$ cat src/rtl/issue_ctrl.sv
// Issue/hazard controller between decode and execute: load scoreboard,
// issue/stall decision and fixed-length flush sequencing after a redirect.
module issue_ctrl #(
    parameter int REG_NUM      = 32,
    parameter int REG_ADDR_W   = 5,
    parameter int FLUSH_CYCLES = 2,
    parameter int CNT_W        = 32
) (
    input  logic                  clk,
    input  logic                  rst_n,
    input  logic                  id_valid_i,
    input  logic [REG_ADDR_W-1:0] id_rs1_i,
    input  logic [REG_ADDR_W-1:0] id_rs2_i,
    input  logic [REG_ADDR_W-1:0] id_rd_i,
    input  logic                  id_is_load_i,
    input  logic                  id_is_csr_i,
    input  logic                  ex_ready_i,
    input  logic                  wb_valid_i,
    input  logic [REG_ADDR_W-1:0] wb_rd_i,
    input  logic                  redirect_i,
    output logic                  issue_o,
    output logic                  stall_if_o,
    output logic                  stall_id_o,
    output logic                  flush_id_o,
    output logic [REG_NUM-1:0]    pending_o,
    output logic [CNT_W-1:0]      stall_cnt_o
);

    localparam int FC_W = (FLUSH_CYCLES > 1) ? $clog2(FLUSH_CYCLES) : 1;
    localparam logic [FC_W-1:0]       FC_LOAD = FC_W'(FLUSH_CYCLES - 1);
    localparam logic [FC_W-1:0]       FC_ZERO = {FC_W{1'b0}};
    localparam logic [FC_W-1:0]       FC_ONE  = FC_W'(1);
    localparam logic [REG_ADDR_W-1:0] A_ZERO  = {REG_ADDR_W{1'b0}};
    localparam logic [CNT_W-1:0]      C_ONE   = CNT_W'(1);

    typedef enum logic [1:0] {
        ST_RUN   = 2'd0,
        ST_STALL = 2'd1,
        ST_FLUSH = 2'd2
    } state_t;

    state_t             state_q, state_d;
    logic [FC_W-1:0]    flush_cnt_q, flush_cnt_d;
    logic [REG_NUM-1:0] pend_q, pend_d;
    logic [CNT_W-1:0]   stall_cnt_q, stall_cnt_d;

    logic hazard_s, not_flush_s, issue_s, stall_s, flush_s;

    // Hazard check reads only the registered scoreboard: no writeback bypass.
    assign hazard_s = ((id_rs1_i != A_ZERO) & pend_q[id_rs1_i])
                    | ((id_rs2_i != A_ZERO) & pend_q[id_rs2_i])
                    | ((id_rd_i  != A_ZERO) & pend_q[id_rd_i])
                    | (id_is_csr_i & (|pend_q));

    // rst_n gating keeps the controls quiet while reset is held.
    assign not_flush_s = (state_q != ST_FLUSH);
    assign issue_s = rst_n & id_valid_i & ex_ready_i & ~hazard_s & ~redirect_i & not_flush_s;
    assign stall_s = rst_n & id_valid_i & ~issue_s & ~redirect_i & not_flush_s;
    assign flush_s = rst_n & (redirect_i | ~not_flush_s);

    assign issue_o     = issue_s;
    assign stall_if_o  = stall_s;
    assign stall_id_o  = stall_s;
    assign flush_id_o  = flush_s;
    assign pending_o   = pend_q;
    assign stall_cnt_o = stall_cnt_q;

    // Next state and flush counter.
    always_comb begin
        state_d     = state_q;
        flush_cnt_d = flush_cnt_q;
        case (state_q)
            ST_RUN: begin
                if (redirect_i) begin
                    state_d     = ST_FLUSH;
                    flush_cnt_d = FC_LOAD;
                end else if (stall_s) begin
                    state_d = ST_STALL;
                end else begin
                    state_d = ST_RUN;
                end
            end
            ST_STALL: begin
                if (redirect_i) begin
                    state_d     = ST_FLUSH;
                    flush_cnt_d = FC_LOAD;
                end else if (issue_s || !id_valid_i) begin
                    state_d = ST_RUN;
                end else begin
                    state_d = ST_STALL;
                end
            end
            ST_FLUSH: begin
                if (redirect_i) begin
                    flush_cnt_d = FC_LOAD;
                end else if (flush_cnt_q == FC_ZERO) begin
                    state_d = ST_RUN;
                end else begin
                    flush_cnt_d = flush_cnt_q - FC_ONE;
                end
            end
            default: begin
                state_d     = ST_RUN;
                flush_cnt_d = FC_ZERO;
            end
        endcase
    end

    // Scoreboard update: clear on writeback first, then set on load issue so set wins.
    always_comb begin
        pend_d = pend_q;
        if (wb_valid_i) begin
            pend_d[wb_rd_i] = 1'b0;
        end else begin
            pend_d = pend_d;
        end
        if (issue_s && id_is_load_i && (id_rd_i != A_ZERO)) begin
            pend_d[id_rd_i] = 1'b1;
        end else begin
            pend_d = pend_d;
        end
        pend_d[0] = 1'b0;
    end

    // Stall-cycle counter, wraps freely.
    always_comb begin
        if (stall_s) begin
            stall_cnt_d = stall_cnt_q + C_ONE;
        end else begin
            stall_cnt_d = stall_cnt_q;
        end
    end

    // State, counters and scoreboard registers.
    always_ff @(posedge clk or negedge rst_n) begin
        if (!rst_n) begin
            state_q     <= ST_RUN;
            flush_cnt_q <= FC_ZERO;
            pend_q      <= {REG_NUM{1'b0}};
            stall_cnt_q <= {CNT_W{1'b0}};
        end else begin
            state_q     <= state_d;
            flush_cnt_q <= flush_cnt_d;
            pend_q      <= pend_d;
            stall_cnt_q <= stall_cnt_d;
        end
    end

endmodule
$ cat config.mk
export PLATFORM = sky130hd
export DESIGN_NAME = issue_ctrl
export DESIGN_NICKNAME = d
export VERILOG_FILES = /design/src/rtl/issue_ctrl.sv
export SDC_FILE = /design/constraint.sdc
export NUM_CORES = 1
export LEC_CHECK = 0
export CAP_MARGIN = 20
export CORE_ASPECT_RATIO = 1.4
export CORE_MARGIN = 2
export CORE_UTILIZATION = 30
export CTS_BUF_LIST = sky130_fd_sc_hd__clkbuf_4
export DETAILED_ROUTE_END_ITERATION = 10
export PLACE_DENSITY = 0.62
export SETUP_SLACK_MARGIN = 0.5
export SYNTH_ARGS = -nofsm -noshare
export SYNTH_HDL_FRONTEND = slang
export SYNTH_SLANG_ARGS = --single-unit
$ cat constraint.sdc
create_clock -name clk -period 6.07 [get_ports clk]
set_input_delay 0.607 -clock clk [delete_from_list [all_inputs] [get_ports clk]]
set_output_delay 0.607 -clock clk [all_outputs]
set_load 0.05 [all_outputs]
==> flow_summary.json, run 1 <==
{
  "syn_area_um2": 3978,
  "num_vias": 3700,
  "nNetsFinal": 516,
  "synth_seq_area_share_pct": 41.52,
  "syn_to_final_growth_pct": 28.81,
  "placed_cells": 629,
  "final_cells": 645,
  "track_usage_pct": 18.69,
  "wl_per_cell_um": 20.18,
  "antenna_found_initial": 0,
  "final.setup.worst_slack_ns": 1.077,
  "crit_arrival_ns": 4.39,
  "p_sw_mw": 0.3023,
  "crit_chain": "clkdlybuf4s50_1 -> mux2_2 -> a22oi_1 -> o22ai_1 -> or3_1 -> nor4_4 -> nor2_1 -> clkdlybuf4s50_1",
  "crit_slowest_cell": "clkdlybuf4s50_1",
  "route.detailed.drc": 0,
  "rsz0062_at_grt": "false",
  "ir_worst_vdd_v": 0.0001580,
  "postCtsSetupRepairBufs": 0,
  "setup_tns_ns": 0,
  "p_leak_nw": 2.138,
  "io_buffer_count": 94,
  "synth_ff_type": "dfrtp_1",
  "synthCells": 399,
  "synth_edf_count": 0,
  "grt_max_degree": 69,
  "ys_types": 47,
  "die_width_um": 101.3,
  "placed_area_um2": 5020,
  "ios": 96,
  "grt_pass1_vias": 3781,
  "yosys.area.top_type": "dfrtp_1",
  "hold_viol": 0,
  "clockPowerShare_pct": 27.1,
  "hold_path_class": "in2async",
  "num_antenna_cells": 0,
  "status": "completed",
  "start_util_pct": 30.89,
  "cts_resized": 0,
  "worstPathRequired_ns": 5.46,
  "grt_first_pass_wirelength_um": 20510,
  "stdcell_area_um2": 5124,
  "yosysWarnings": 0,
  "tritoncts": "done",
  "clock_sinks": 66,
  "crit_path_end_kind": "primary output",
  "post_route_cells_drive_above_1_share_pct": 8.130,
  "max_cap_viol_count": 0,
  "swShare_pct": 33.09,
  "htree_levels": 3,
  "finalWirelength_um": 13020,
  "worstMarginPinSlew_ns": 0.8537,
  "dieArea_um2": 14210,
  "max_stage_delay_ns": 1.01,
  "dp_slack_ns": 1.126,
  "powerDensity_nw_per_um2": 178.3,
  "slew_violations": 0,
  "synth.top_cell.area_share_pct": 41.52,
  "clock_latency_ns": 0.43,
  "fin_skew_ns": 0.01117,
  "holdBufCountCts": 0,
  "crit_top_cell": "clkdlybuf4s50_1",
  "fmax_mhz": 200.3,
  "p_comb_share_pct": 21.2,
  "gp_congestion": 0.9170,
  "synthArstFlopShare_pct": 100.0,
  "finalCritPeriodShare_pct": 82.26,
  "crit_fanout": 17,
  "drt_first_pass_iters": 5,
  "finalSetupViolCount": 0,
  "avgSynthCellArea_um2": 9.969,
  "synth-seq-cells": 66,
  "crit_path_start_kind": "input pin",
  "ant_nets": 0,
  "p_int_mw": 0.6113,
  "dp_hpwl_um": 9394,
  "synth_top_cells_by_area": "dfrtp_1 42%, o21ai_0 8.1%, mux4_2 7.4%",
  "drt_iter0_drc": 212,
  "rrSetupSlack_ns": 2.48,
  "clockBufferDepth": 2,
  "seqPwrFrac_pct": 51.6,
  "rows": 49,
  "numCtsBuffers": 9,
  "viasPerCell": 5.736,
  "cts_root_buf": "clkbuf_4",
  "die_y_um": 140.2,
  "grt-ovfl-total": 0,
  "crit_type": "in2out",
  "whs_ns": 0.4543,
  "slew_headroom_pct": 43.09,
  "clk_pin_slew_ns": 0.11,
  "syn_nets": 428,
  "period_minus_slack_ns": 4.993,
  "core_um2": 12870
}
## kinds of logic (layout without fill, tap and decap cells)
logic type,Yosys count,in the layout,share of synthesized area (%)
AOI/OAI and AO/OA,87,87,12.24
and+or+nand+nor,149,149,22.46
DFF,66,66,41.52
xor gates and xnor gates,31,31,6.826
buffers and inverters,29,122,3.554
muxes,35,35,12.99
adders and majority gates,1,1,0.3145
other,1,1,0.09428
## registers in the layout, summed over array words and instances, names as in the netlist
| signal | count |
|---|---|
| flush_cnt_q | 1 |
| pending_o | 31 |
| stall_cnt_o | 32 |
| state_q | 2 |
## placed cells by master, fill, tap and decap left out, types with 13 or more instances in the layout
master	instances
clkdlybuf4s50_1	93
dfrtp_1	66
o21ai_0	64
xor2_1	27
nand3_1	21
nor4_1	21
mux2i_1	19
nand2_1	17
nor2_1	16
mux4_2	13
nand4_1	13
## metrics by stage
stage	utilization (%)	total power, mW
finish	39.80	0.9136
global route	39.80	0.9596
CTS	39.80	0.9205
detailed placement	38.99	0.6745
global placement	38.99	0.6716
floorplan	-	0.5945
## cell usage after synthesis, types with 4 or more instances
master	n
a22oi_1	9
and2_1	6
buf_2	5
clkbuf_1	7
dfrtp_1	66
inv_1	9
mux2i_1	19
mux4_2	13
nand2_1	17
nand2b_1	4
nand3_1	21
nand3b_1	7
nand4_1	13
nor2_1	16
nor2b_1	8
nor3_1	11
nor4_1	21
nor4b_1	5
o21ai_0	64
xnor2_1	4
xor2_1	27
## power by group through the flow
stage	Clock (mW)	Sequential, mW	Combinational [mW]
3_5_place_dp	0	0.480	0.195
4_1_cts	0.253	0.472	0.195
2_1_floorplan	0	0.518	0.0769
6_report	0.248	0.471	0.194
3_3_place_gp	0	0.479	0.193
5_1_grt	0.277	0.474	0.208
## layout make-up
| cell class | count | area, um2 |
|---|---|---|
| multi-input combinational | 304 | 2185 |
| clock buffer | 11 | 82.58 |
| timing repair buffer | 97 | 958.4 |
| clock inverter | 5 | 21.27 |
| tap | 153 | 191.4 |
| fill | 1277 | 7751 |
| inverter | 9 | 33.78 |
| sequential | 66 | 1652 |
## worst max-delay path, delay by kind of cell
kind,cells,cell delay (ns)
muxes,1,0.41
and+or+nand+nor,3,1.30
AOI/OAI and AO/OA,2,0.28
buffers and inverters,2,1.78
## per-layer routing
layer	routed length, um	up-vias	GRT usage, %
met5	0	-	0
li1	-	1688	-
met1	5097	1812	21.95
met2	6639	167	32.17
met3	896	33	3.443
met4	385	0	9.246
## path summary, 6_finish.rpt
check / cells after the start / endpoint / start
min reg2reg: 1 / stall_cnt_o[31]$_DFFE_PN0P_ / stall_cnt_o[31]$_DFFE_PN0P_
max reg2reg: 8 / pending_o[13]$_DFF_PN0_ / pending_o[13]$_DFF_PN0_
min: 2 / stall_cnt_o[6]$_DFFE_PN0P_ / rst_n
max in group asynchronous: 2 / pending_o[14]$_DFF_PN0_ / rst_n
max: 8 / stall_id_o / id_rd_i[1]
min in group clk: 1 / stall_cnt_o[31]$_DFFE_PN0P_ / stall_cnt_o[31]$_DFFE_PN0P_
(Power assumes the default switching activity.)
==> inputs of run 2 (changes only) <==
==> constraint.sdc (replaced) <==
create_clock -name clk -period 5.1 [get_ports clk]
set_input_delay 0.51 -clock clk [delete_from_list [all_inputs] [get_ports clk]]
set_output_delay 0.51 -clock clk [all_outputs]
set_load 0.05 [all_outputs]
==> run 2 against run 1 <==
  * Clock skew rose by 0.0026 ns
  * Total power up 23%
  * Sequential share of layout area decreased by 0.19 points
  * Register-to-register slack got worse by 0.45 ns
  * Die area unchanged
  * Final cell count stayed put
  * First-iteration DRC count decreased by 32%
  * Clock-buffer cell count is 1 lower
  * Critical path depth stayed put
  * Critical path type unchanged
  * Largest cell class unchanged
  * Largest power group unchanged
==> flow_summary.json, run 2 (synthesized netlist as in run 1, its figures left out) <==
{
  "final.setup.worst_slack_ns": 0.9940,
  "crit_chain": "clkdlybuf4s50_1 -> mux4_2 -> mux2i_1 -> o22ai_1 -> or3_1 -> nor4_4 -> buf_4 -> buf_12",
  "crit_fanout": 34,
  "worstMarginPinSlew_ns": 0.8620,
  "stdcell_area_um2": 5154,
  "max_cap_viol_count": 0,
  "postCtsSetupRepairBufs": 0,
  "cts_root_buf": "clkbuf_4",
  "p_leak_nw": 2.156,
  "layout_commonest_cell": "clkdlybuf4s50_1",
  "htree_levels": 3,
  "crit_path_end_kind": "primary output",
  "gp_congestion": 0.8884,
  "dp_slack_ns": 0.9814,
  "mostFrequentLayoutCells": "90 x clkdlybuf4s50_1, 66 x dfrtp_1, 64 x o21ai_0",
  "finalCritPeriodShare_pct": 80.51,
  "core_um2": 12870,
  "max_stage_delay_ns": 0.83,
  "finalSetupViolCount": 0,
  "clock_sinks": 66,
  "setup_tns_ns": 0,
  "clk_pin_slew_ns": 0.10,
  "placed_area_um2": 5032,
  "die_y_um": 140.2,
  "worstPathRequired_ns": 4.59,
  "rows": 49,
  "largest_reg_flops": 32,
  "slew_headroom_pct": 42.53,
  "ios": 96,
  "powerDensity_nw_per_um2": 217.6,
  "clockBufferDepth": 2,
  "final_cells": 645,
  "crit_slowest_cell": "clkdlybuf4s50_1",
  "hold_viol": 0,
  "antenna_found_initial": 0,
  "numCtsBuffers": 9,
  "nNetsFinal": 517,
  "num_vias": 3663,
  "drt_first_pass_iters": 4,
  "post_route_cells_drive_above_1_share_pct": 8.740,
  "crit_arrival_ns": 3.60,
  "route.detailed.drc": 0,
  "whs_ns": 0.3639,
  "ir_worst_vdd_v": 0.0003598,
  "viasPerCell": 5.679,
  "status": "completed",
  "drt_iter0_drc": 144,
  "ant_nets": 0,
  "rr_startpoint": "pending_o[13]$_DFF_PN0_",
  "placed_cells": 630,
  "rsz0062_at_grt": "false",
  "die_width_um": 101.3,
  "tritoncts": "done",
  "slew_violations": 0,
  "wl_per_cell_um": 19.48,
  "grt_max_degree": 70,
  "io_buffer_count": 94,
  "grt-ovfl-total": 0,
  "num_antenna_cells": 0,
  "syn_to_final_growth_pct": 29.57,
  "grt_first_pass_wirelength_um": 20190,
  "track_usage_pct": 18.16,
  "r2r_end": "pending_o[28]$_DFF_PN0_",
  "fmax_mhz": 243.5,
  "rrSetupSlack_ns": 2.03,
  "hold_path_class": "in2async",
  "rr_worst_depth": 8,
  "start_util_pct": 30.89,
  "period_minus_slack_ns": 4.106,
  "grt_pass1_vias": 3840,
  "dp_hpwl_um": 9343,
  "finalWirelength_um": 12570,
  "fin_skew_ns": 0.01373,
  "total_power_mw": 1.121,
  "cts_resized": 0,
  "clock_latency_ns": 0.41,
  "post-route-util_pct": 40.03,
  "dieArea_um2": 14210,
  "crit_type": "in2out",
  "holdBufCountCts": 0,
  "crit_path_start_kind": "input pin"
}
run 2: cell types whose count changed in the layout (fill, tap and decap cells not counted), sizes merged:
cell	previous run	this run
clkdlybuf4s50	93	90
clkbuf	11	10
clkinv	5	4
bufinv	0	1
buf	4	8
run 2: cell type report:
type	instances	area, um2
timing repair buffer	98	970.9
tap	153	191.4
sequential	66	1652
clock buffer	10	75.07
inverter	9	33.78
multi-input combinational	304	2185
clock inverter	5	46.29
fill	1271	7721
run 2: power breakdown:
group / internal (mW) / leakage (nW) / switching, mW
combinational: 0.0841 / 1.20 / 0.148
clock: 0.147 / 0.0688 / 0.182
sequential: 0.539 / 0.890 / 0.0215
total: 0.770 / 2.16 / 0.351
run 2: per-layer routing:
metal  share of wire, %  GRT usage, %  vias up  wire (um)
met5                  0             0        -          0
met2                 52         31.27      154       6526
met1                 39         21.31     1798       4946
li1                   -             -     1689          -
met3                6.3         4.341       22        790
met4                2.4         7.610        0        301
run 2: worst max path at each step:
stage | from | to | cells past startpoint
CTS | id_rs1_i[0] | issue_o | 8
global placement | id_rs1_i[0] | issue_o | 8
global route | id_rs1_i[0] | issue_o | 8
floorplan | id_rs2_i[2] | stall_if_o | 8
detailed placement | id_rs1_i[0] | issue_o | 8
finish | id_rs1_i[0] | issue_o | 8
run 2: worst max-delay path, delay by kind of cell:
kind            cells  cell delay [ns]
compound gates      1             0.10
simple gates        2             0.79
mux                 2             0.71
buf+inv             3             1.47
==> inputs of run 3 (changes only) <==
==> constraint.sdc (replaced) <==
create_clock -name clk -period 3.9 [get_ports clk]
set_input_delay 0.39 -clock clk [delete_from_list [all_inputs] [get_ports clk]]
set_output_delay 0.39 -clock clk [all_outputs]
set_load 0.05 [all_outputs]
==> run 3 against run 2 <==
  * Design area rose by 1.5%
  * Clock skew fell by 0.0014 ns
  * Critical path type unchanged
  * Critical path depth did not move
  * Global-route usage rose by 0.13 points
  * Sequential share of layout area fell by 0.46 points
  * Hold slack got worse by 0.030 ns
  * Flip-flop and latch count did not move
  * Sequential power rose by 31%
  * Utilization rose by 0.58 points
  * Largest cell class unchanged
==> flow_summary.json, run 3 (synthesized netlist as in run 1, its figures left out) <==
{
  "status": "completed",
  "worstMarginPinSlew_ns": 0.8059,
  "rrSetupSlack_ns": 1.03,
  "multi_input_area_um2": 2185,
  "final_cells": 657,
  "finalCritPeriodShare_pct": 83.31,
  "wl_per_cell_um": 19.49,
  "cts_root_buf": "clkbuf_4",
  "swShare_pct": 33.49,
  "slew_violations": 0,
  "max_stage_delay_ns": 0.69,
  "clock_latency_ns": 0.43,
  "grt_pass1_vias": 3811,
  "crit_fanout": 6,
  "fin_skew_ns": 0.01237,
  "htree_levels": 3,
  "rr_startpoint": "stall_cnt_o[8]$_DFFE_PN0P_",
  "io_buffer_count": 94,
  "worstPathRequired_ns": 3.51,
  "rsz0062_at_grt": "false",
  "regArea_um2": 1652,
  "ios": 96,
  "drt_first_pass_iters": 4,
  "gp_congestion": 0.9446,
  "num_vias": 3730,
  "finalSetupViolCount": 0,
  "crit_path_start_kind": "input pin",
  "maxUsedRoutingLayer": "met4",
  "dp_slack_ns": 0.3142,
  "core_um2": 12870,
  "crit_path_end_kind": "primary output",
  "grt_first_pass_wirelength_um": 20250,
  "crit_arrival_ns": 2.86,
  "crit_slowest_cell": "clkdlybuf4s50_1",
  "crit_top_cell": "buf_4",
  "start_util_pct": 30.89,
  "layout_commonest_cell": "clkdlybuf4s50_1",
  "rows": 49,
  "drt_iter0_drc": 168,
  "powerDensity_nw_per_um2": 273.8,
  "clk_pin_slew_ns": 0.11,
  "num_antenna_cells": 0,
  "antenna_found_initial": 0,
  "p_leak_nw": 2.214,
  "die_width_um": 101.3,
  "ant_nets": 0,
  "final.setup.worst_slack_ns": 0.6508,
  "cp_num_buf_inv": 4,
  "viasPerCell": 5.677,
  "clock_sinks": 66,
  "slew_headroom_pct": 46.28,
  "met1_length_um": 5061,
  "largest_reg_flops": 32,
  "ir_worst_vdd_v": 0.0004567,
  "die_y_um": 140.2,
  "placed_cells": 638,
  "track_usage_pct": 18.30,
  "p_sw_mw": 0.4795,
  "placed_area_um2": 5092,
  "period_minus_slack_ns": 3.249,
  "dieArea_um2": 14210,
  "clockPowerShare_pct": 27.0,
  "syn_to_final_growth_pct": 31.46,
  "dp_hpwl_um": 9597,
  "mostFrequentLayoutCells": "89 x clkdlybuf4s50_1, 66 x dfrtp_1, 64 x o21ai_0",
  "stdcell_area_um2": 5229,
  "max_cap_viol_count": 0,
  "finalWirelength_um": 12800,
  "wl_met3_um": 693,
  "hold_viol": 0,
  "seqPwrFrac_pct": 51.2,
  "crit_type": "in2out",
  "post_route_cells_drive_above_1_share_pct": 10.91,
  "r2r_end": "stall_cnt_o[29]$_DFFE_PN0P_",
  "setup_tns_ns": 0,
  "rr_worst_depth": 7,
  "critPathTopFamily": "buffers and inverters",
  "nNetsFinal": 528,
  "numCtsBuffers": 9,
  "nFillCells": 1294,
  "clockBufferDepth": 2,
  "fmax_mhz": 307.8,
  "startpoint": "id_rs1_i[0]",
  "grt-ovfl-total": 0,
  "hold_path_class": "in2async",
  "p_comb_share_pct": 21.8,
  "route.detailed.drc": 0,
  "dr_wl_met2_um": 6689,
  "path_depth": 8,
  "crit_end": "stall_id_o",
  "grt_max_degree": 64,
  "crit_chain": "clkdlybuf4s50_1 -> buf_4 -> mux4_2 -> o311a_1 -> nor4_4 -> buf_4 -> nor2_1 -> buf_4",
  "p_int_mw": 0.9520,
  "tritoncts": "done"
}
-- run 3: worst min-delay path by stage --
stage	cells after the start	to	start	slack, ns
6_report	2	state_q[1]$_DFFE_PN0P_	rst_n	0.33
5_1_grt	2	state_q[0]$_DFFE_PN0P_	rst_n	0.32
4_1_cts	2	state_q[1]$_DFFE_PN0P_	rst_n	0.30
3_5_place_dp	1	state_q[1]$_DFFE_PN0P_	rst_n	0.24
3_3_place_gp	1	state_q[0]$_DFFE_PN0P_	rst_n	0.25
2_1_floorplan	0	flush_cnt_q$_DFFE_PN0P_	rst_n	0.09
-- run 3: area by class of cell --
| type | count | area share (%) |
|---|---|---|
| clock buffer | 10 | 1.436 |
| clock inverter | 6 | 0.6461 |
| inverter | 9 | 0.6461 |
| multi-input combinational | 304 | 41.78 |
| sequential | 66 | 31.59 |
| tap | 153 | 3.661 |
| timing repair buffer | 109 | 20.24 |
-- run 3: per-layer routing --
layer  track usage [%]  up-vias
met3             3.643       27
met4             8.037        0
met1             21.82     1855
li1                  -     1702
met5                 0        -
met2             31.44      146
-- run 3: timing repair --
| item | in CTS | in global routing |
|---|---|---|
| hold buffers | 1 | 0 |
| resized for setup | 0 | 1 |
| endpoints found under the setup margin | 3 | 3 |
| buffers inserted | 2 | 0 |
| pin swaps | 1 | 0 |
| endpoints found under the hold margin | 3 | 0 |
-- run 3: stage by stage --
step	util (%)	hold slack [ns]	power (mW)
after global placement	39.55	0.2455	1.052
after global routing	40.61	0.3228	1.497
after detailed placement	39.55	0.2424	1.057
after floorplan	-	0.09441	0.9252
after CTS	40.59	0.2995	1.444
final	40.61	0.3342	1.431
-- run 3: power groups by stage --
stage,sequential [mW],combinational [mW],clock [mW]
2_1_floorplan,0.805,0.120,0
3_3_place_gp,0.744,0.308,0
3_5_place_dp,0.746,0.312,0
4_1_cts,0.732,0.314,0.397
5_1_grt,0.737,0.332,0.428
6_report,0.733,0.312,0.386
